## src/rtl/fir_pkg.sv

```systemverilog
// Shared types and Q1.15 constants for the parameterised FIR filter.
package fir_pkg;

  typedef enum logic [2:0] {
    IDLE,
    LOAD,
    SHIFT,
    MAC,
    DONE
  } fir_state_e;

  localparam logic [15:0] ONE     = 16'h8000;
  localparam logic [15:0] HALF    = 16'h4000;
  localparam logic [15:0] QUARTER = 16'h2000;
  localparam logic [15:0] EIGHTH  = 16'h1000;

endpackage

```

## src/rtl/sync_edge.sv

```systemverilog
// Two-flop synchronizer followed by a single-cycle rising-edge pulse.
module sync_edge (
  input  logic clk,
  input  logic n_reset,
  input  logic async_i,
  output logic edge_o
);

  // [0],[1] are the synchronizer stages, [2] remembers the previous synced level.
  logic [2:0] sync_q;

  always_ff @(posedge clk) begin
    if (!n_reset) begin
      sync_q <= '0;
    end else begin
      sync_q <= {sync_q[1:0], async_i};
    end
  end

  assign edge_o = sync_q[1] & ~sync_q[2];

endmodule

```

## src/rtl/param_fir_filter.sv

```systemverilog
// Sequential FIR filter: one shared multiplier walks the taps, result is
// scaled from Q1.(DATA_W-1), range-checked and either clamped or truncated.
module param_fir_filter
  import fir_pkg::*;
#(
  parameter int                  NUM_TAPS    = 4,
  parameter int                  DATA_W      = 16,
  parameter logic [NUM_TAPS-1:0] TAP_SIGN    = 4'b1010,
  parameter int                  SAT_MODE    = 1,
  parameter int                  COUNT_LIMIT = 1000
) (
  input  logic              clk,
  input  logic              n_reset,
  input  logic [DATA_W-1:0] sample_data,
  input  logic [DATA_W-1:0] fir_coefficient,
  input  logic              data_ready,
  input  logic              load_coeff,
  output logic              modwait,
  output logic [DATA_W-1:0] fir_out,
  output logic              err,
  output logic              count_reached,
  output logic              coeffs_valid
);

  localparam int ACC_W = 2 * DATA_W + $clog2(NUM_TAPS) + 1;
  localparam int IDX_W = $clog2(NUM_TAPS);
  localparam int CNT_W = $clog2(COUNT_LIMIT + 1);

  // data_ready / load_coeff are level strobes from another domain; only the
  // synchronized rising edge starts work, and only while the FSM is in IDLE.
  logic data_edge;
  logic load_edge;

  sync_edge u_sync_data (
    .clk     (clk),
    .n_reset (n_reset),
    .async_i (data_ready),
    .edge_o  (data_edge)
  );

  sync_edge u_sync_load (
    .clk     (clk),
    .n_reset (n_reset),
    .async_i (load_coeff),
    .edge_o  (load_edge)
  );

  fir_state_e               state_q;
  logic [DATA_W-1:0]        coeff_q [NUM_TAPS];
  logic [DATA_W-1:0]        line_q  [NUM_TAPS];
  logic signed [ACC_W-1:0]  acc_q;
  logic [IDX_W-1:0]         tap_q;
  logic [IDX_W-1:0]         load_idx_q;
  logic [CNT_W-1:0]         cnt_q;
  logic                     modwait_q;
  logic [DATA_W-1:0]        fir_out_q;
  logic                     err_q;
  logic                     count_reached_q;
  logic                     coeffs_valid_q;

  // Single shared multiplier; operands are muxed by the current tap index.
  logic [2*DATA_W-1:0]      prod;
  logic signed [ACC_W-1:0]  prod_ext;
  logic signed [ACC_W-1:0]  acc_d;

  assign prod     = {{DATA_W{1'b0}}, line_q[tap_q]} * {{DATA_W{1'b0}}, coeff_q[tap_q]};
  assign prod_ext = {{(ACC_W - 2 * DATA_W){1'b0}}, prod};
  assign acc_d    = TAP_SIGN[tap_q] ? (acc_q - prod_ext) : (acc_q + prod_ext);

  logic signed [ACC_W-1:0]  r;
  logic                     r_neg;
  logic                     r_big;
  logic [DATA_W-1:0]        fir_out_d;
  logic                     err_d;

  assign r     = acc_q >>> (DATA_W - 1);
  assign r_neg = r[ACC_W-1];
  assign r_big = ~r_neg & (|r[ACC_W-2:DATA_W]);
  assign err_d = r_neg | r_big;

  always_comb begin
    fir_out_d = r[DATA_W-1:0];
    if (SAT_MODE != 0) begin
      if (r_neg) begin
        fir_out_d = '0;
      end else if (r_big) begin
        fir_out_d = '1;
      end
    end
  end

  always_ff @(posedge clk) begin
    if (!n_reset) begin
      state_q         <= IDLE;
      acc_q           <= '0;
      tap_q           <= '0;
      load_idx_q      <= '0;
      cnt_q           <= '0;
      modwait_q       <= 1'b0;
      fir_out_q       <= '0;
      err_q           <= 1'b0;
      count_reached_q <= 1'b0;
      coeffs_valid_q  <= 1'b0;
      for (int k = 0; k < NUM_TAPS; k++) begin
        coeff_q[k] <= '0;
        line_q[k]  <= '0;
      end
    end else begin
      count_reached_q <= 1'b0;
      case (state_q)
        IDLE: begin
          // load_coeff has priority; a simultaneous data edge is dropped.
          if (load_edge) begin
            state_q   <= LOAD;
            modwait_q <= 1'b1;
          end else if (data_edge) begin
            state_q   <= SHIFT;
            modwait_q <= 1'b1;
          end
        end
        LOAD: begin
          coeff_q[load_idx_q] <= fir_coefficient;
          if (load_idx_q == IDX_W'(NUM_TAPS - 1)) begin
            load_idx_q     <= '0;
            coeffs_valid_q <= 1'b1;
          end else begin
            load_idx_q <= load_idx_q + IDX_W'(1);
          end
          state_q   <= IDLE;
          modwait_q <= 1'b0;
        end
        SHIFT: begin
          line_q[0] <= sample_data;
          for (int k = 1; k < NUM_TAPS; k++) begin
            line_q[k] <= line_q[k-1];
          end
          acc_q   <= '0;
          tap_q   <= '0;
          state_q <= MAC;
        end
        MAC: begin
          acc_q <= acc_d;
          if (tap_q == IDX_W'(NUM_TAPS - 1)) begin
            state_q <= DONE;
          end else begin
            tap_q <= tap_q + IDX_W'(1);
          end
        end
        DONE: begin
          fir_out_q <= fir_out_d;
          err_q     <= err_d;
          if (cnt_q == CNT_W'(COUNT_LIMIT - 1)) begin
            cnt_q           <= '0;
            count_reached_q <= 1'b1;
          end else begin
            cnt_q <= cnt_q + CNT_W'(1);
          end
          state_q   <= IDLE;
          modwait_q <= 1'b0;
        end
        default: begin
          state_q   <= IDLE;
          modwait_q <= 1'b0;
        end
      endcase
    end
  end

  assign modwait       = modwait_q;
  assign fir_out       = fir_out_q;
  assign err           = err_q;
  assign count_reached = count_reached_q;
  assign coeffs_valid  = coeffs_valid_q;

endmodule

```

## config.mk

```make
export PLATFORM = sky130hd
export DESIGN_NAME = param_fir_filter
export DESIGN_NICKNAME = d
export VERILOG_FILES = /design/src/rtl/fir_pkg.sv /design/src/rtl/sync_edge.sv /design/src/rtl/param_fir_filter.sv
export SDC_FILE = /design/constraint.sdc
export NUM_CORES = 1
export LEC_CHECK = 0
export ABC_AREA = 1
export CAP_MARGIN = 10
export CORE_MARGIN = 5
export CORE_UTILIZATION = 55
export CTS_CLUSTER_DIAMETER = 200
export DETAILED_ROUTE_END_ITERATION = 6
export PLACE_DENSITY = 0.68
export SLEW_MARGIN = 10
export SYNTH_ARGS = -nofsm -noshare
export SYNTH_HDL_FRONTEND = slang
export SYNTH_SLANG_ARGS = --single-unit
```

## constraint.sdc

```tcl
create_clock -name clk -period 11.17 [get_ports clk]
set_input_delay 2.234 -clock clk [delete_from_list [all_inputs] [get_ports clk]]
set_output_delay 2.234 -clock clk [all_outputs]
set_load 0.005 [all_outputs]
```

**Word-level counts from Yosys, hierarchy flattened**

Memory sizes are Yosys's and may differ from the RTL's. A register that Yosys moved wholly into a read port is not among the register bits.
Index checks and enable logic that the tools add are counted.

- Add/sub/neg operators: 5
- $mul: 1
- Divide/modulo/power cells: 0
- Magnitude comparators: 1
- Equality and inequality tests: 10
- Shift operators: 0
- Multiplexer cells: 36
- Bitwise gates (word level): 12
- Reduce and logical (&&, ||, !) cells: 10

Operators by type and width:

| kind | count |
|---|---|
| 2-to-1 mux 16 bit | 7 |
| case mux 35 bit (2 select lines) | 1 |
| adder 35 x 33 -> 35 bit | 1 |
| 2-to-1 mux 35 bit | 1 |
| subtractor 35 x 33 -> 35 bit | 1 |
| multiplier 16 x 16 -> 32 bit | 1 |
| OR reduction 16 bit | 1 |
| 2-to-1 mux 2 bit | 7 |
| 2-to-1 mux 1 bit | 12 |
| adder 10 x 1 -> 10 bit, second input constant | 1 |
| == test 10 bit, second input constant | 1 |
| 2-to-1 mux 10 bit | 1 |
| AND reduction 2 bit | 5 |
| 2-to-1 mux 3 bit | 3 |
| case mux 3 bit (3 select lines) | 1 |
| == test 3 x 2 -> 1 bit, second input constant | 2 |
| bitwise OR 1 bit | 5 |
| adder 2 x 1 -> 2 bit, second input constant | 2 |
| == test 2 bit, second input constant | 2 |
| != test 2 bit, second input constant | 2 |
| NOT 1 bit | 4 |
| case mux 2 bit (2 select lines) | 1 |
| OR reduction 4 bit | 1 |
| bitwise AND 1 bit | 3 |
| 9 further kinds | 9 |

- Flip-flop bits (word level): 78
- Bits in latches: 0
- RAM bits: 128
- ROM bits: 0
- Output and inout port bits: 20
- Memories kept: 2

Memories:

| name | depth | width | rd ports | clocked after memory_dff | wr ports | RTL line | source |
|---|---|---|---|---|---|---|---|
| coeff_q | 4 | 16 | 1 | 1 | 4 | param_fir_filter.sv:49 | `logic [DATA_W-1:0] coeff_q [NUM_TAPS];` |
| line_q | 4 | 16 | 4 | 1 | 4 | param_fir_filter.sv:50 | `logic [DATA_W-1:0] line_q [NUM_TAPS];` |

**Logic depth before layout (Yosys ltp)**

- Word-level depth: 6
- Depth in mapped cells: 53
- Depth with buffers taken out: 50

**By module**

A second synthesis with hierarchy kept.

- Cells, all modules: 2734
- Area total of the unflattened synthesis: 20732.4 sq um

Modules (own cells, without submodules):

| module | instances | cells each | area an instance (sq um) | sequential area each (sq um) |
|---|---|---|---|---|
| param_fir_filter | 1 | 2712 | 20547.2 | 5325.1 |
| sync_edge | 2 | 11 | 92.6 | 60.1 |

**Worst setup path before layout**

OpenSTA, ideal clock, no wires.

- Path type: reg2reg
- Start point: register with a tool-made name
- End point: register acc_q[32]
- Setup time: 0.134 ns
- Data arrival time: 8.064 ns
- Required time: 11.036 ns
- Setup slack: 2.972 ns
- Stages on the path, launching flop included: 43
- Buffers on the path: 4
- Period minus slack after synthesis: 8.198 ns
- Path through: dfxtp_1 > buf_4 > clkbuf_1 > clkbuf_1 > nand2_1 > a32oi_1 > clkbuf_1 > nand2_1 > fa_1 > fa_1 > fa_1 > fa_1 > inv_1 > fa_1 > inv_1 > fa_1 > inv_1 > ha_1 > [7 not listed] > nor2_2 > nand4_2 > nor2_2 > nand2_2 > o21ai_4 > xnor2_1 > inv_1 > ha_1 > nand2_1 > o21ai_0 > a21oi_1 > o21ai_0 > a21oi_1 > o21a_1 > o21ai_0 > a21oi_1 > o21ai_0 > a21oi_1

RTL lines:

| what | RTL line | source |
|---|---|---|
| to (signal assigned) | param_fir_filter.sv:95 | `acc_q <= '0;` |
| to (signal assigned) | param_fir_filter.sv:137 | `acc_q <= '0;` |
| to (signal assigned) | param_fir_filter.sv:142 | `acc_q <= acc_d;` |
| to (decl) | param_fir_filter.sv:51 | `logic signed [ACC_W-1:0] acc_q;` |

==> impl_results.rst <==
.. list-table::
   :header-rows: 1

   * - Metric
     - Value
   * - Run status
     - finished clean
   * - Clock Power Share
     - 11.9%
   * - Total iterations of the first detailed-routing run
     - 5
   * - Total met3 wirelength after detailed routing
     - 4.84 mm
   * - Critical Path RT
     - 11.57 ns
   * - Area of all placed cells without fillers
     - 22,700 µm²
   * - Clock Tree Root
     - sky130_fd_sc_hd__clkbuf_16
   * - Post-layout nets
     - 3,166
   * - RSZ-0062 raised after global routing
     - no
   * - Diodes inserted
     - 0
   * - Global-route wire length before repair
     - 91.1 mm
   * - Row Count
     - 71
   * - Antenna violations before repair
     - 0
   * - Post-CTS setup buffer count
     - 0
   * - Worst hold path type
     - reg -> reg
   * - Synthesis warning total
     - 0
   * - DRC viols
     - 0
   * - Port Buffer Count
     - 55
   * - Worst-skew pair later-pin latency
     - 0.56 ns
   * - Uppermost metal layer occupied by signal nets
     - met4
   * - Area of the mapped netlist
     - 20,700 µm²
   * - Synth async-reset ratio
     - 0%
   * - Post-synth EDFFs
     - 128
   * - Final-report setup violation count
     - 0
   * - Placed cell areas
     - 21,900 µm²
   * - Library cell occupying the most area in the post-synthesis netlist
     - sky130_fd_sc_hd__fa_1
   * - Leftover overflow at the end of global routing
     - 0
   * - Met2 wirelength from detailed routing
     - 24.0 mm
   * - Sw power
     - 3650 µW
   * - Share of the clock period used by the worst path
     - 90.9%
   * - Leading register cell type out of synthesis
     - sky130_fd_sc_hd__edfxtp_1
   * - Peak Freq
     - 98.5 MHz
   * - Fin Clk Skew
     - 0.0283 ns
   * - Die width
     - 204 µm
   * - Clock input transition at the sequential cells of the worst setup and hold paths
     - 0.06 ns
   * - Detailed-route wire length per cell
     - 16.8 µm
   * - Number of DRC markers in iteration 0
     - 1,243
   * - Critical Path End Type
     - flip-flop
   * - Setup slack of the most critical reg-to-reg path
     - 1.02 ns
   * - Last weighted congestion value of the routability-driven placer
     - 0.966
   * - Cts bufs inserted
     - 25
   * - Clock Path Buffers
     - 3
   * - DR vias/cell
     - 5.24
   * - PostCTS Resize Cnt
     - 0
   * - Setup total negative slack
     - 0 ns
   * - Share of power burned in combinational logic
     - 74.5%
   * - CP max-delay cell
     - sky130_fd_sc_hd__a32oi_1
   * - TritonCTS Sinks
     - 208
   * - Portion of the post-synthesis area used by sequential elements
     - 26.3%
   * - Switching power as a share of total power
     - 55.4%
   * - CTS tree
     - done
   * - Maximum Capacitance Violations
     - 0
   * - FILL cells
     - 3,464
   * - Max VDD drop
     - 282 µV
   * - Largest cells by area after synthesis
     - sky130_fd_sc_hd__fa_1, sky130_fd_sc_hd__edfxtp_1, sky130_fd_sc_hd__nand2_1
   * - Post-CTS Hold Fix Bufs
     - 0
   * - Total internal power
     - 2940 µW
   * - Distinct cells, synth
     - 53
   * - Height of the die
     - 204 µm
   * - Post-synthesis register bit count
     - 208
   * - Maximum net fanout on the critical path
     - 55
   * - Tmin final
     - 10.15 ns
   * - Fraction of layout cells with a size suffix above 1
     - 6.61%
   * - Final Hold Viols
     - 0
   * - Synthesized area per cell
     - 7.53 µm²
   * - Half-perimeter wire length of the detailed placement result
     - 44.0 mm
   * - Slew of the pin with the lowest slew margin
     - 0.906 ns
   * - Total I/O pin count
     - 56
   * - Starting density of the core
     - 55.3%
   * - Instance count of the mapped netlist
     - 2,744
   * - Area added between synthesis and finish
     - 9.70%
   * - Fraction of power consumed by sequential logic
     - 13.6%
   * - Maximum level of the CTS H-tree
     - 1
   * - Kind of start point of the critical path
     - flip-flop
   * - Antenna-violating nets left
     - 0
   * - Slew headroom
     - 39.4%
   * - Total power divided by cell area
     - 291 nW/µm²
   * - Global Route Usage Sum
     - 27.5%
   * - Area share of the largest cell type after synthesis
     - 18.9%
   * - Critical path's largest stage delay
     - 0.72 ns
   * - Maximum number of pins on one net before global-route repair
     - 65
   * - Post-Synthesis Net Count
     - 3,117
   * - Via count of the routed design
     - 17.4k
   * - Vias in the first global route
     - 17.4k
   * - Overall die area
     - 41,600 µm²
   * - Final Routed Wirelength
     - 55.7 mm
   * - Floorplan Core Area
     - 37,400 µm²
   * - Number of pins exceeding their max-slew limit in the final report
     - 0
   * - Setup CP Type
     - reg -> reg
   * - Leak
     - 0.0113 µW
   * - Crit path arrival time
     - 10.55 ns
   * - Met1 wire length
     - 25.4 mm
-- cells in the final DEF (no fill, tap or decap), types with 19 or more instances in the layout --
cell type	count
sky130_fd_sc_hd__nor2_1	373
sky130_fd_sc_hd__edfxtp_1	128
sky130_fd_sc_hd__dfxtp_1	79
sky130_fd_sc_hd__xor2_1	23
sky130_fd_sc_hd__clkbuf_16	25
sky130_fd_sc_hd__clkdlybuf4s50_1	55
sky130_fd_sc_hd__a21oi_1	150
sky130_fd_sc_hd__nand2_1	633
sky130_fd_sc_hd__nand3_1	79
sky130_fd_sc_hd__buf_4	44
sky130_fd_sc_hd__ha_1	142
sky130_fd_sc_hd__a32oi_1	30
sky130_fd_sc_hd__nand2_2	26
sky130_fd_sc_hd__fa_1	195
sky130_fd_sc_hd__inv_2	19
sky130_fd_sc_hd__inv_1	577
sky130_fd_sc_hd__o21ai_0	49
-- cell type report --
cell class	count	area (µm²)	area share (%)
Multi-Input combinational cell	1858	12700	55.9
Clock inverter	19	155	0.684
Clock buffer	27	633	2.79
Timing Repair Buffer	99	881	3.88
Tap cell	511	639	2.82
Sequential cell	208	5450	24.0
Inverter	601	2260	9.95
-- kinds of logic (layout without fill, tap and decap cells) --
family                   Yosys count  after routing  share of synthesized area (%)
AO/OA/AOI/OAI                    276            276                           7.98
XOR/XNOR                          36             36                           1.53
adder cells (fa/ha/maj)          337            337                           27.5
buffers and inverters            678            746                           12.4
flip-flops                       208            208                           26.3
AND/OR/NAND/NOR                 1209           1209                           24.3
-- worst max-delay path, delay by kind of cell (launching register included) --
family | cells | cell delay (ns)
buffers and inverters | 8 | 1.30
xor gates and xnor gates | 1 | 0.14
AOI/OAI and AO/OA | 8 | 1.81
DFF | 1 | 0.63
adders and majority gates | 8 | 3.55
and+or+nand+nor | 16 | 2.51
-- metrics by stage --
stage | hold WS [ns] | utilization, % | total power (µW) | instances | setup WS [ns]
2_1_floorplan | 0.390 | - | 4640 | 2744 | 2.97
3_3_place_gp | 0.394 | 58.5 | 5760 | 3276 | 0.825
3_5_place_dp | 0.403 | 58.5 | 5790 | 3277 | 1.21
4_1_cts | 0.418 | 60.6 | 6620 | 3323 | 1.18
5_1_grt | 0.438 | 60.6 | 7340 | 3323 | 0.335
6_report | 0.415 | 60.6 | 6590 | 3323 | 1.02
-- metal layers --
layer  up-vias  track usage, %
met5         -               0
met4         0            6.19
met3        94            6.05
met2       568            42.8
met1      8221            39.7
li1       8529               -
-- state kept, by name (all words and copies together), names as in the netlist, 2 cells and up, named ones only --
register and cells:
state_q 3, line_q 64, acc_q 35, coeff_q 64, tap_q 2, u_sync_data.sync_q 3, cnt_q 10, fir_out 16
u_sync_load.sync_q 3, load_idx_q 2
-- synth_stat cells (3+ instances only) --
cell type and instances:
sky130_fd_sc_hd__a21boi_0 4, sky130_fd_sc_hd__a21o_1 4, sky130_fd_sc_hd__a21oi_1 150, sky130_fd_sc_hd__a21oi_2 3, sky130_fd_sc_hd__a31oi_1 14, sky130_fd_sc_hd__a32oi_1 30, sky130_fd_sc_hd__and2_1 3, sky130_fd_sc_hd__buf_1 4
sky130_fd_sc_hd__buf_2 5, sky130_fd_sc_hd__clkbuf_1 65, sky130_fd_sc_hd__clkinv_1 5, sky130_fd_sc_hd__dfxtp_1 80, sky130_fd_sc_hd__edfxtp_1 128, sky130_fd_sc_hd__fa_1 195, sky130_fd_sc_hd__ha_1 142, sky130_fd_sc_hd__inv_1 577
sky130_fd_sc_hd__inv_2 19, sky130_fd_sc_hd__nand2_1 635, sky130_fd_sc_hd__nand2_2 24, sky130_fd_sc_hd__nand3_1 79, sky130_fd_sc_hd__nand3_2 8, sky130_fd_sc_hd__nand3b_1 3, sky130_fd_sc_hd__nand4_1 15, sky130_fd_sc_hd__nor2_1 373
sky130_fd_sc_hd__nor2_2 16, sky130_fd_sc_hd__nor2_4 4, sky130_fd_sc_hd__nor3_1 15, sky130_fd_sc_hd__nor3b_1 3, sky130_fd_sc_hd__nor4_1 4, sky130_fd_sc_hd__o21a_1 4, sky130_fd_sc_hd__o21ai_0 49, sky130_fd_sc_hd__o31ai_1 4
sky130_fd_sc_hd__or2_2 18, sky130_fd_sc_hd__xnor2_1 13, sky130_fd_sc_hd__xor2_1 23
-- final timing paths --
kind,cells after the start,startpoint,end
worst max register to register,41,flip-flop,acc_q[32]
worst max-delay path,41,flip-flop,acc_q[32]
worst min register to register,2,u_sync_data.sync_q[0],u_sync_data.sync_q[1]
worst min-delay path,2,u_sync_data.sync_q[0],u_sync_data.sync_q[1]
-- power by group through the flow --
stage / registers [µW] / clock network [µW] / logic [µW]
2_1_floorplan: 900 / 0 / 3740
6_report: 894 / 786 / 4910
5_1_grt: 899 / 837 / 5610
4_1_cts: 894 / 805 / 4920
3_3_place_gp: 908 / 0 / 4850
3_5_place_dp: 909 / 0 / 4880
Power figures use the tool's default switching activity.
